--- src/rtl/md_bitmem_rf.sv ---
// md_bitmem_rf: parametrised 4-D register-file memory.
//   Storage is r_mem[f0][f1] (unpacked) of [f2][f3] (packed) leaves of DATA_W bits.
//   Address fields are packed with field0 in the LSBs and field3 in the MSBs.
//   Reads are registered (latency 1) with a valid strobe and an out-of-range
//   error flag. A clear sweep zeroes every entry, one per cycle, after reset
//   (when CLR_INIT=1) or on clear_i while idle.
// Ports:
//   clk, rst                  clock, synchronous active-high reset
//   clear_i                   start a clear sweep (honoured in IDLE only)
//   wen_i, waddr_i, wdata_i   write port
//   ren_i, raddr_i            read request
//   rdata_o, rvalid_o, rerr_o registered read response
//   rdy_o                     1 while accesses are accepted
//
// state   | meaning
// --------+---------------------------------------------------------
// ST_INIT | clear sweep: zero one entry per cycle, accesses ignored
// ST_IDLE | normal operation, reads/writes accepted once rdy_o is 1
module md_bitmem_rf #(
   parameter int DIM0     = 2,
   parameter int DIM1     = 2,
   parameter int DIM2     = 2,
   parameter int DIM3     = 2,
   parameter int DATA_W   = 1,
   parameter int CLR_INIT = 1,
   localparam int IW0     = (DIM0 > 1) ? $clog2(DIM0) : 1,
   localparam int IW1     = (DIM1 > 1) ? $clog2(DIM1) : 1,
   localparam int IW2     = (DIM2 > 1) ? $clog2(DIM2) : 1,
   localparam int IW3     = (DIM3 > 1) ? $clog2(DIM3) : 1,
   localparam int ADDR_W  = IW0 + IW1 + IW2 + IW3,
   localparam int DEPTH   = DIM0 * DIM1 * DIM2 * DIM3,
   localparam int CW      = (DEPTH > 1) ? $clog2(DEPTH) : 1
) (
   input  logic              clk,
   input  logic              rst,
   input  logic              clear_i,
   input  logic              wen_i,
   input  logic [ADDR_W-1:0] waddr_i,
   input  logic [DATA_W-1:0] wdata_i,
   input  logic              ren_i,
   input  logic [ADDR_W-1:0] raddr_i,
   output logic [DATA_W-1:0] rdata_o,
   output logic              rvalid_o,
   output logic              rerr_o,
   output logic              rdy_o
);

   typedef enum logic {ST_INIT, ST_IDLE} state_t;

   logic [DIM2-1:0][DIM3-1:0][DATA_W-1:0] r_mem [DIM0][DIM1];

   state_t            r_state;
   logic              r_rdy;
   logic [DATA_W-1:0] r_rdata;
   logic              r_rvalid;
   logic              r_rerr;
   logic [CW-1:0]     r_rem;
   logic [IW0-1:0]    r_c0;
   logic [IW1-1:0]    r_c1;
   logic [IW2-1:0]    r_c2;
   logic [IW3-1:0]    r_c3;

   logic [IW0-1:0]    w_c0_nxt, w_wf0, w_rf0;
   logic [IW1-1:0]    w_c1_nxt, w_wf1, w_rf1;
   logic [IW2-1:0]    w_c2_nxt, w_wf2, w_rf2;
   logic [IW3-1:0]    w_c3_nxt, w_wf3, w_rf3;
   logic              w_w_inr, w_r_inr, w_wr_go, w_rd_go;
   logic [DATA_W-1:0] w_rd_data;

   // pure slicing; out-of-range field values are rejected, never wrapped
   assign w_wf0 = waddr_i[IW0-1:0];
   assign w_wf1 = waddr_i[IW0 +: IW1];
   assign w_wf2 = waddr_i[IW0+IW1 +: IW2];
   assign w_wf3 = waddr_i[ADDR_W-1 -: IW3];
   assign w_rf0 = raddr_i[IW0-1:0];
   assign w_rf1 = raddr_i[IW0 +: IW1];
   assign w_rf2 = raddr_i[IW0+IW1 +: IW2];
   assign w_rf3 = raddr_i[ADDR_W-1 -: IW3];

   assign w_w_inr = (32'(w_wf0) < 32'(DIM0)) && (32'(w_wf1) < 32'(DIM1)) &&
                    (32'(w_wf2) < 32'(DIM2)) && (32'(w_wf3) < 32'(DIM3));
   assign w_r_inr = (32'(w_rf0) < 32'(DIM0)) && (32'(w_rf1) < 32'(DIM1)) &&
                    (32'(w_rf2) < 32'(DIM2)) && (32'(w_rf3) < 32'(DIM3));

   // r_rdy is only ever 1 in ST_IDLE, so it alone gates accesses
   assign w_wr_go = wen_i & r_rdy & w_w_inr;
   assign w_rd_go = ren_i & r_rdy;

   // write-first bypass for a same-cycle write to the address being read
   assign w_rd_data = (w_wr_go && (waddr_i == raddr_i)) ? wdata_i
                                                          : r_mem[w_rf0][w_rf1][w_rf2][w_rf3];

   // sweep odometer: field3 fastest, field0 slowest (row-major)
   always_comb begin
      w_c0_nxt = r_c0;
      w_c1_nxt = r_c1;
      w_c2_nxt = r_c2;
      w_c3_nxt = r_c3 + IW3'(1);
      if (r_c3 == IW3'(DIM3 - 1)) begin
         w_c3_nxt = '0;
         w_c2_nxt = r_c2 + IW2'(1);
         if (r_c2 == IW2'(DIM2 - 1)) begin
            w_c2_nxt = '0;
            w_c1_nxt = r_c1 + IW1'(1);
            if (r_c1 == IW1'(DIM1 - 1)) begin
               w_c1_nxt = '0;
               w_c0_nxt = r_c0 + IW0'(1);
            end
         end
      end
   end

   always_ff @(posedge clk) begin
      if (rst) begin
         r_state  <= (CLR_INIT != 0) ? ST_INIT : ST_IDLE;
         r_rdy    <= 1'b0;
         r_rdata  <= '0;
         r_rvalid <= 1'b0;
         r_rerr   <= 1'b0;
         r_rem    <= CW'(DEPTH - 1);
         r_c0     <= '0;
         r_c1     <= '0;
         r_c2     <= '0;
         r_c3     <= '0;
      end else begin
         r_rvalid <= w_rd_go;
         if (w_rd_go) begin
            r_rdata <= w_r_inr ? w_rd_data : '0;
            r_rerr  <= ~w_r_inr;
         end
         case (r_state)
            ST_INIT: begin
               r_c0 <= w_c0_nxt;
               r_c1 <= w_c1_nxt;
               r_c2 <= w_c2_nxt;
               r_c3 <= w_c3_nxt;
               if (r_rem == '0) begin
                  r_state <= ST_IDLE;
                  r_rdy   <= 1'b1;
               end else begin
                  r_rem <= r_rem - CW'(1);
               end
            end
            default: begin
               if (clear_i) begin
                  r_state <= ST_INIT;
                  r_rdy   <= 1'b0;
                  r_rem   <= CW'(DEPTH - 1);
                  r_c0    <= '0;
                  r_c1    <= '0;
                  r_c2    <= '0;
                  r_c3    <= '0;
               end else begin
                  r_rdy <= 1'b1;
               end
            end
         endcase
      end
   end

   // storage has no reset; only the sweep clears it
   always_ff @(posedge clk) begin
      if (!rst) begin
         if (r_state == ST_INIT)
            r_mem[r_c0][r_c1][r_c2][r_c3] <= '0;
         else if (w_wr_go)
            r_mem[w_wf0][w_wf1][w_wf2][w_wf3] <= wdata_i;
      end
   end

   assign rdata_o  = r_rdata;
   assign rvalid_o = r_rvalid;
   assign rerr_o   = r_rerr;
   assign rdy_o    = r_rdy;

endmodule

--- config.mk ---
export PLATFORM = sky130hd
export DESIGN_NAME = md_bitmem_rf
export DESIGN_NICKNAME = d
export VERILOG_FILES = /design/src/rtl/md_bitmem_rf.sv
export SDC_FILE = /design/constraint.sdc
export NUM_CORES = 1
export LEC_CHECK = 0
export BUFFER_PORTS_ARGS = -buffer_cell sky130_fd_sc_hd__buf_4
export CAP_MARGIN = 20
export CORE_ASPECT_RATIO = 0.75
export CORE_UTILIZATION = 51
export CTS_CLUSTER_DIAMETER = 50
export DETAILED_ROUTE_END_ITERATION = 8
export PLACE_DENSITY = 0.74
export SLEW_MARGIN = 20
export SYNTH_ARGS = -nofsm -noshare
export SYNTH_HDL_FRONTEND = slang
export SYNTH_SLANG_ARGS = --single-unit
--- constraint.sdc ---
create_clock -name clk -period 1.92 [get_ports clk]
set_clock_uncertainty 0.1 [all_clocks]
set_input_delay 0.096 -clock clk [delete_from_list [all_inputs] [get_ports clk]]
set_output_delay 0.096 -clock clk [all_outputs]
set_load 0.005 [all_outputs]
======== After elaboration in Yosys (flattened, before gate mapping) ========
Memories as Yosys holds them, arrays and structs flattened.
Cells that the tools add are included.
word-level totals
  flip-flop bits (word level) ............. 12
  RAM bits ................................ 16
  input port bits ......................... 14
  output and inout port bits .............. 4
  memories kept ........................... 1
operators by class
  add/sub/neg operators ................... 5
  order comparisons ....................... 15
  equality and inequality tests ........... 3
  muxes and demuxes ....................... 52
  bitwise gates (word level) .............. 5
  reduce and logical (&&, ||, !) cells .... 17
memories
  name   words  width  rd ports  clocked after memory_dff  wr ports  line  source
  r_mem  2      8      1         0                         1         50    logic [DIM2-1:0][DIM3-1:0][DATA_W-1:0] r_mem [DIM0][DIM1];
operator list
  cell                   count
  $mux W4                8
  $mux W8                4
  $mux W1                30
  $lt A1 B2 Y1 const B   6
  $demux W4 S1           2
  $mux W2                4
  $reduce_bool A2 Y1     4
  $reduce_or A8 Y1       1
  $logic_and A1 B1 Y1    7
  $ge A2 B2 Y1 const B   3
  $not A1 Y2             3
  $add A1 B1 Y1 const B  4
  $demux W2 S1           2
  $eq A4 B4 Y1           1
  $ge A1 B1 Y1 const B   4
  $logic_not A4 Y1       1
  $lt A2 B1 Y1 const B   2
  $ne A2 B2 Y1 const B   2
  $reduce_and A2 Y1      2
  $reduce_and A4 Y1      1
  $sub A4 B1 Y4 const B  1
  $reduce_and A3 Y1      1
  $and A1 B1 Y1          2
  $demux W1 S1           2

======== Depth between registers and ports, before layout ========
Gate-level depths: netlist of run 1.
  word-level depth ........................ 11
  depth in mapped cells ................... 6

======== Worst setup path before layout of run 1 ========
No wires, ideal clock.
  path kind ............................... register to register
  from .................................... memory r_mem[1][2] in the netlist's numbering
  to ...................................... register r_rdata, in the netlist rdata_o
  library setup time ...................... 116 ps
  data arrival time ....................... 1643 ps
  slack ................................... 60 ps
  stages on the path, launching flop included .. 5
  buffers on the path ..................... 0
  period minus slack after synthesis ...... 1860 ps
  cells stage by stage .................... edfxtp_1 mux4_1 mux4_2 a211o_1 o211a_1
between the ends
  cells in the longest elaborated chain, start to end .. 9
ends and longest elaborated chain
  item                                        line  source
  from (decl)                                 50
  $mem_v2 Z2 W8                               --
  $mux W4 (implied by the code) (3 in a row)  91    : r_mem[w_rf0][w_rf1][w_rf2][w_rf3];
  $mux W2 (implied by the code) (2 in a row)  91
  $mux W1 (implied by the code) (2 in a row)  91
  $mux W1                                     90    assign w_rd_data = (w_wr_go && (waddr_i == raddr_i)) ? wdata_i
  to (signal assigned)                        128   r_rdata <= w_r_inr ? w_rd_data : '0;
  to (decl)                                   54    logic [DATA_W-1:0] r_rdata;
No other way between the ends. The select of a mux whose other input is x is not followed.
A chain may end at the register's enable or synchronous reset.

======== Worst setup path after layout of run 1 ========
  from .................................... memory r_mem[1][7] in the netlist's numbering
  to ...................................... register r_rdata, in the netlist rdata_o
Same word-level chain as after synthesis.

==> flow_summary.ini, run 1 <==
[cells_and_area]
regMostFlops = r_mem
fill_cells = 218
area_growth_pct = 14.4
utilization_pct = 62.1
reg.largest.list = r_mem (16), r_rem (4)
num-nets-final = 168
largest_reg_flops = 16
drive_above_1_share_pct = 21.7
antenna_cells = 0

[detailed_routing]
via_count = 1058
viasPerCell = 5.63
wl_per_cell_um = 15.8
route.antenna.remaining_nets = 0
wl_um = 2970
drc = 0
drt_iter0_drc = 93
firstDrtPassIters = 4

[critical_path]
arrival_ns = 1.95
cp_common_cell = mux4_2
critPathBufInv = 0
path_class = flop to flop
reg2regPathDepth = 4
required_ns = 1.99
critical_path.top_delay_family = multiplexers
max_stage_delay_ns = 0.47
cp_slowest_cell = mux4_2
startpoint_type = flop
r2r_start = r_mem[1][7]$_DFFE_PP_
cp-end-kind = flop
reg2reg_setup_slack_ns = 0.04
cp_max_fo = 1
reg2reg_to = rdata_o$_SDFFE_PP0P_
crit_chain = mux4_2, mux4_2, a211o_1, o211a_1

[cts]
cts.sink_count = 28
cts_buffers = 3
cts_root_buffer = clkbuf_8
h-tree-depth = 1
cts_tree = done
insertion_delay_ns = 0.27
clk_pin_slew_ns = 0.09
cts.path.max_buffers = 2

[yosys]
syn_avg_cell_area_um2 = 10.9
synth_top_area_share_pct = 33.5
yosysUniqueCellTypes = 38
synthTopCellsByArea = edfxtp_1 34%, dfxtp_1 17%, mux4_1 7.3%
ys_ff_latch = 28
synth_area_um2 = 1430
yosysWarnings = 0
synth_nets = 147
synth_edf_count = 16
ys_seq_area_share_pct = 50.3
netlist_instances = 132
synth_top_cell_by_area = edfxtp_1
async_reset_ff_share_pct = 0
synthFlopType = edfxtp_1

[pwr]
p_sw_mw = 0.246
clockPowerShare_pct = 29.3
combPwrFrac_pct = 10.7
peakVddDrop_mv = 0.348
pwr-share-seq_pct = 60.0
internal_power_mw = 0.844
p_sw_share_pct = 22.6
p_leak_nw = 0.649
cellPowerDensity_nw_per_um2 = 664

[global_routing]
antenna_found_initial = 0
grt_max_degree = 17
grt-ovfl-total = 0
grt_pass1_vias = 913
grt.total_usage_pct = 20.5
grt_pass1_wl_um = 4570

[sta]
fin_crit_sh_pct = 98.0
period_needed_ns = 1.88
max_freq_ghz = 0.532
maxSlewViolCount = 0
setup_viol = 0
hold_violations = 0
rsz0062_at_grt = false
hold-worst-slack_ns = 0.0216

[outcome]
status = finished clean

[job]
drv_cap = 0

[floorplan]
io_pins = 18
initial_core_util_pct = 54.3
die_x_um = 63.2
row_count = 16
core_um2 = 2640
die_y_um = 47.9
dieArea_um2 = 3030

[min_path]
hp-class = primary input to flop
hold-path-endpoint = rvalid_o$_SDFF_PP0_
whs_path_depth = 3
min_from = ren_i

[place]
portBuffers = 16
place.gp.congestion = 0.793
place_hpwl_um = 2230
## worst reg2reg max path, cell delays in order (launching register included)
cell and delay [ns]:
edfxtp_1 0.39, mux4_2 0.47, mux4_2 0.47, a211o_1 0.24, o211a_1 0.12
## what timing repair did
| action | in CTS | in global routing |
|---|---|---|
| hold endpoints to repair | 5 | 0 |
| pin swaps | 1 | 1 |
| setup buffers | 0 | 1 |
| gates resized for setup | 4 | 2 |
| hold buffers | 2 | 0 |
| setup endpoints to repair | 1 | 14 |
## synth_stat cells (2+ instances only)
master,instances
nor2b_1,5
buf_6,2
xnor2_1,3
a32oi_1,2
nand2_1,6
nand2b_1,2
nor2_1,28
a21oi_1,5
dfxtp_1,12
o21ai_1,2
and2_1,3
xor2_1,5
nor3_1,2
mux4_1,4
nand3_1,2
inv_1,5
clkbuf_1,2
a22oi_1,7
edfxtp_1,16
## through the flow
stage	setup WS [ns]	cells	power, mW	cell area (um^2)	TNS [ns]
CTS	0.0273	187	1.09	1630	0
detailed placement	-0.0407	181	0.777	1580	-0.0407
global placement	-0.0158	181	0.773	1580	-0.0158
floorplan	0.0605	132	0.738	1430	0
finish	0.0386	188	1.09	1640	0
global route	0.00161	188	1.13	1640	0
## worst max path at each step
stage	to	start	cells past startpoint	slack [ns]
2_1_floorplan	rdata_o$_SDFFE_PP0P_	r_mem[1][2]$_DFFE_PP_	4	0.06
3_3_place_gp	rdata_o$_SDFFE_PP0P_	r_mem[1][7]$_DFFE_PP_	4	-0.02
3_5_place_dp	rdata_o$_SDFFE_PP0P_	r_mem[1][0]$_DFFE_PP_	4	-0.04
4_1_cts	rdata_o$_SDFFE_PP0P_	r_mem[1][7]$_DFFE_PP_	4	0.03
5_1_grt	rdata_o$_SDFFE_PP0P_	r_mem[0][5]$_DFFE_PP_	4	0.002
6_report	rdata_o$_SDFFE_PP0P_	r_mem[1][7]$_DFFE_PP_	4	0.04
## cell usage in the layout, fill, tap and decap left out, drive strengths merged
cell type | netlist | layout
nand3b | 1 | 1
a211o | 1 | 1
a21oi | 5 | 5
or4b | 1 | 1
clkbuf | 2 | 3
nand2 | 6 | 6
buf | 3 | 19
mux2i | 1 | 1
clkinv | 0 | 1
dlygate4sd3 | 0 | 2
and2 | 4 | 4
nand2b | 2 | 2
xnor2 | 3 | 3
nor2 | 28 | 28
a31oi | 1 | 1
nor3 | 3 | 3
o31a | 1 | 1
dfxtp | 12 | 12
a22oi | 7 | 7
nor3b | 1 | 1
and3 | 1 | 1
nand4b | 1 | 1
mux4 | 5 | 5
mux2 | 1 | 1
a32oi | 2 | 2
o2bb2ai | 1 | 1
edfxtp | 16 | 16
o211a | 1 | 1
conb | 1 | 1
o21ai | 3 | 3
ha | 1 | 1
nor2b | 5 | 5
inv | 5 | 5
nand3 | 2 | 2
xor2 | 5 | 5
## power groups by stage
stage / Sequential [mW] / Combinational [mW] / Clock (mW)
6_report: 0.654 / 0.117 / 0.319
5_1_grt: 0.656 / 0.129 / 0.344
4_1_cts: 0.654 / 0.116 / 0.322
3_5_place_dp: 0.667 / 0.111 / 0
3_3_place_gp: 0.667 / 0.106 / 0
2_1_floorplan: 0.662 / 0.0758 / 0
## kinds of logic after synthesis
logic type / after synthesis / share of synthesized area, %
buf+inv: 10 / 3.93
simple gates: 55 / 18.8
other cells: 1 / 0.262
mux: 7 / 10.4
flops: 28 / 50.3
xor+xnor: 8 / 4.89
fa+ha+maj: 1 / 0.872
compound gates: 22 / 10.6
## area by class of cell
| class | count | area (um^2) | area share, % |
|---|---|---|---|
| clock buffers | 3 | 41.3 | 2.52 |
| clock inverters | 1 | 3.75 | 0.229 |
| flip-flops and latches | 28 | 721 | 43.9 |
| multi-input cells | 94 | 648 | 39.5 |
| repair buffers | 21 | 163 | 9.92 |
| inverters | 5 | 18.8 | 1.14 |
| well taps | 36 | 45.0 | 2.75 |
## layer usage
| layer | global-route usage, % | routed length, um | part of all wire [%] | vias to the layer above |
|---|---|---|---|---|
| met3 | 4.29 | 227 | 7.7 | 0 |
| met4 | 1.36 | 0 | 0 | 0 |
| met1 | 30.7 | 1430 | 48 | 496 |
| met5 | 0 | 0 | 0 | - |
| met2 | 32.3 | 1310 | 44 | 51 |
| li1 | - | - | - | 511 |
Power figures use the tool's default switching activity.
==> inputs of run 2 (changes only) <==
==> constraint.sdc (replaced) <==
create_clock -name clk -period 1.92 [get_ports clk]
set_clock_uncertainty 0.1 [all_clocks]
set_input_delay 0.096 -clock clk [delete_from_list [all_inputs] [get_ports clk]]
set_output_delay 0.096 -clock clk [all_outputs]
set_load 0.1 [all_outputs]
==> flow_summary.ini, run 2 (synthesis gave the netlist of run 1 again) <==
[outcome]
status = finished clean

[cts]
h-tree-depth = 1
cts.path.max_buffers = 2
cts_buffers = 3
clk_pin_slew_ns = 0.09
cts_root_buffer = clkbuf_8
cts.sink_count = 28
insertion_delay_ns = 0.27
cts_tree = done

[global_routing]
grt-ovfl-total = 0
grt_max_degree = 17
antenna_found_initial = 0
grt_pass1_wl_um = 4790
grt.total_usage_pct = 22.2
grt_pass1_vias = 964

[floorplan]
io_pins = 18
row_count = 16
die_x_um = 63.2
initial_core_util_pct = 54.3
die_y_um = 47.9
core_um2 = 2640
dieArea_um2 = 3030

[critical_path]
crit_chain = mux4_2, mux4_2, a211o_1, o211a_1
startpoint_type = flop
max_stage_delay_ns = 0.48
path_class = flop to flop
cp_common_cell = mux4_2
cp_slowest_cell = mux4_2
required_ns = 1.99
arrival_ns = 1.97
cp_max_fo = 1
cp-end-kind = flop

[sta]
setup_tns_ns = 0
rsz0062_at_grt = true
hold-worst-slack_ns = 0.0450
max_freq_ghz = 0.526
fin_crit_sh_pct = 99.1
hold_violations = 0
setup_viol = 0
period_needed_ns = 1.90
maxSlewViolCount = 0

[pwr]
combPwrFrac_pct = 10.2
pwr-share-seq_pct = 52.8
peakVddDrop_mv = 0.484
total_power_mw = 1.24
internal_power_mw = 0.980
cellPowerDensity_nw_per_um2 = 734
p_leak_nw = 0.677
p_sw_mw = 0.258
clockPowerShare_pct = 37.0
p_sw_share_pct = 20.9

[job]
drv_cap = 0

[place]
place.gp.congestion = 0.761
portBuffers = 16
placed_cell_area_um2 = 1580
place_hpwl_um = 2240

[cells_and_area]
fill_cells = 225
final_common_cell = nor2_1
largest_reg_flops = 16
num-nets-final = 169
most-common-layout-cells = 26 x nor2_1, 19 x buf_4, 16 x edfxtp_1
final_area_um2 = 1690
reg.largest.list = r_mem (16), r_rem (4)
drive_above_1_share_pct = 22.2
antenna_cells = 0
regMostFlops = r_mem
area_growth_pct = 17.7

[detailed_routing]
drt_iter0_drc = 42
via_count = 1029
firstDrtPassIters = 4
wl_per_cell_um = 16.0
viasPerCell = 5.44
drc = 0
wl_um = 3020
route.antenna.remaining_nets = 0

[min_path]
hp-class = primary input to flop
run 2: cell count changes in the layout (fill, tap and decap cells not counted), sizes merged:
cell / before / now
dlygate4sd3: 2 / 3
clkinv: 1 / 0
bufinv: 0 / 1
run 2: metrics by stage:
| stage | std cells | worst slack (ns) | utilization, % |
|---|---|---|---|
| after CTS | 188 | 0.00877 | 63.3 |
| after global placement | 181 | -0.0133 | 59.7 |
| final | 189 | 0.0178 | 63.9 |
| after detailed placement | 181 | -0.0625 | 59.7 |
| after floorplan | 132 | 0.0605 | - |
| after global routing | 189 | -0.0725 | 63.9 |
run 2: path summary, 6_finish.rpt:
check	from	endpoint	cells after the start	slack, ns
worst min register to register	r_c1$_SDFFE_PP0P_	r_c1$_SDFFE_PP0P_	2	0.42
worst max register to register	r_mem[1][3]$_DFFE_PP_	rdata_o$_SDFFE_PP0P_	4	0.02
worst max-delay path	r_mem[1][3]$_DFFE_PP_	rdata_o$_SDFFE_PP0P_	4	0.02
worst min-delay path	clear_i	r_rem[2]$_SDFFE_PP1N_	3	0.04
run 2: layout make-up:
class | count | area, um^2 | area share (%)
Clock inverter | 1 | 30.0 | 1.78
Tap cell | 36 | 45.0 | 2.67
Clock buffer | 3 | 41.3 | 2.45
Inverter | 5 | 18.8 | 1.11
Multi-Input combinational cell | 94 | 658 | 39.0
Sequential cell | 28 | 722 | 42.8
Timing Repair Buffer | 22 | 173 | 10.2
run 2: power groups by stage:
stage | Sequential, mW | Combinational (mW) | Clock, mW
after floorplan | 0.662 | 0.0839 | 0
after global placement | 0.667 | 0.114 | 0
after detailed placement | 0.667 | 0.119 | 0
after CTS | 0.654 | 0.126 | 0.468
after global routing | 0.656 | 0.140 | 0.493
final | 0.654 | 0.126 | 0.458
run 2: what timing repair did:
| action | in CTS | in global routing |
|---|---|---|
| hold buffers | 3 | 0 |
| resized for setup | 2 | 3 |
| cloned | 0 | 0 |
| endpoints found under the hold margin | 5 | 0 |
| buffers inserted | 0 | 1 |
| pin swaps | 1 | 0 |
| endpoints found under the setup margin | 1 | 14 |
run 2: worst max-delay path, delay by kind of cell (launching register included):
family	cells	cell delay, ns
flops	1	0.39
compound gates	2	0.35
mux	2	0.95
run 2: metal layers:
layer | GRT usage (%) | up-vias | share of wire (%)
li1 | - | 517 | -
met1 | 30.1 | 489 | 50
met2 | 37.6 | 21 | 46
met3 | 5.48 | 2 | 3.9
met4 | 4.09 | 0 | 0.26
met5 | 0 | - | 0
==> inputs of run 3 (changes only) <==
--- a/config.mk
+++ b/config.mk
@@ -11,6 +11,7 @@
 export CORE_UTILIZATION = 51
 export CTS_CLUSTER_DIAMETER = 50
 export DETAILED_ROUTE_END_ITERATION = 8
+export MAX_ROUTING_LAYER = met4
 export PLACE_DENSITY = 0.74
 export SLEW_MARGIN = 20
 export SYNTH_ARGS = -nofsm -noshare
==> flow_summary.ini, run 3 (synthesis gave the netlist of run 1 again) <==
[pwr]
total_power_mw = 1.24
internal_power_mw = 0.980
combPwrFrac_pct = 10.2
cellPowerDensity_nw_per_um2 = 736
p_leak_nw = 0.677
peakVddDrop_mv = 0.486
clockPowerShare_pct = 37.1
p_sw_share_pct = 21.1
pwr-share-seq_pct = 52.7
p_sw_mw = 0.262

[cts]
cts.path.max_buffers = 2
insertion_delay_ns = 0.27
cts_buffers = 3
cts_root_buffer = clkbuf_8
cts.sink_count = 28
cts_tree = done
h-tree-depth = 1
clk_pin_slew_ns = 0.09

[floorplan]
initial_core_util_pct = 54.3
die_x_um = 63.2
die_y_um = 47.9
io_pins = 18
core_um2 = 2640
row_count = 16
dieArea_um2 = 3030

[global_routing]
met2_usage_pct = 37.6
grt_max_degree = 17
use_met3_pct = 5.48
busiest_layer = met2
grt.total_usage_pct = 23.1
antenna_found_initial = 0
use_met1_pct = 30.4
grt_pass1_wl_um = 4800
grt-ovfl-total = 0
grt_pass1_vias = 963

[cells_and_area]
area_growth_pct = 17.7
final_common_cell = nor2_1
drive_above_1_share_pct = 22.2
utilization_pct = 63.9
largest_reg_flops = 16
antenna_cells = 0
regMostFlops = r_mem
fill_cells = 225
final_area_um2 = 1690
most-common-layout-cells = 26 x nor2_1, 19 x buf_4, 16 x edfxtp_1
reg.largest.list = r_mem (16), r_rem (4)
num-nets-final = 169

[job]
drv_cap = 0

[sta]
period_needed_ns = 1.90
fin_ws_ns = 0.0169
relSlewSlack_pct = 67.0
hold_violations = 0
rsz0062_at_grt = true
fin_crit_sh_pct = 99.1
maxSlewViolCount = 0
setup_tns_ns = 0
setup_viol = 0
worst_slew_pin_slew_ns = 0.491
max_freq_ghz = 0.525

[place]
portBuffers = 16
place_hpwl_um = 2240
placed_cell_area_um2 = 1580
post-place-ws_ns = -0.0625
place.gp.congestion = 0.771

[critical_path]
cp-end-kind = flop
cp_slowest_cell = mux4_2
r2r_start = r_mem[1][3]$_DFFE_PP_
max_stage_delay_ns = 0.48
arrival_ns = 1.98
path_class = flop to flop
crit_chain = mux4_2, mux4_2, a211o_1, o211a_1
cp_common_cell = mux4_2
critical_path.top_delay_family = multiplexers
crit_start = r_mem[1][3]$_DFFE_PP_
required_ns = 1.99
startpoint_type = flop
critPathBufInv = 0
cp_max_fo = 1

[detailed_routing]
viasPerCell = 5.63
firstDrtPassIters = 6
route.antenna.remaining_nets = 0
drt_iter0_drc = 47
wl_per_cell_um = 16.4
wl_um = 3100
via_count = 1065
drc = 0

[outcome]
status = finished clean

[min_path]
hp-class = primary input to flop
min_from = clear_i
## run 3: cell counts in the layout (fill, tap and decap cells not counted)
Identical to the previous run, type by type.
## run 3: path summary, 6_finish.rpt
path                           end  slack, ns  cells past startpoint
max reg2reg   rdata_o$_SDFFE_PP0P_       0.02                      4
min          r_rem[2]$_SDFFE_PP1N_       0.05                      3
max           rdata_o$_SDFFE_PP0P_       0.02                      4
min reg2reg      r_c1$_SDFFE_PP0P_       0.43                      2
## run 3: power by group through the flow
stage,Sequential (mW),Combinational (mW),Clock (mW)
after floorplan,0.662,0.0839,0
after global placement,0.667,0.114,0
after detailed placement,0.667,0.119,0
after CTS,0.654,0.126,0.468
after global routing,0.656,0.140,0.493
final,0.654,0.127,0.461
## run 3: cell type report
| class | count | area (um^2) | area share [%] |
|---|---|---|---|
| flip-flops and latches | 28 | 722 | 42.8 |
| multi-input cells | 94 | 658 | 39.0 |
| repair buffers | 22 | 173 | 10.2 |
| well taps | 36 | 45.0 | 2.67 |
| clock buffers | 3 | 41.3 | 2.45 |
| clock inverters | 1 | 30.0 | 1.78 |
| inverters | 5 | 18.8 | 1.11 |
## run 3: worst register-to-register path: cells and delay by family (launching register included)
family         cells  cell delay (ns)
multiplexers       2             0.95
flip-flops         1             0.39
AO/OA/AOI/OAI      2             0.35
## run 3: what timing repair did
action | CTS | global route
gates resized for setup | 2 | 3
endpoints found under the setup margin | 1 | 15
buffers inserted | 0 | 1
hold endpoints to repair | 5 | 0
pin swaps | 1 | 0
hold buffers | 3 | 0
## run 3: per-layer routing
layer	vias to the layer above	part of all wire [%]
met1	509	49
met4	0	0.68
li1	518	-
met2	34	46
met3	4	4.9
met5	-	0
## run 3: per-stage QoR
step / hold slack [ns] / instances
after floorplan: 0.154 / 132
after global placement: 0.246 / 181
after detailed placement: 0.254 / 181
after CTS: 0.0442 / 188
after global routing: 0.0749 / 189
final: 0.0491 / 189
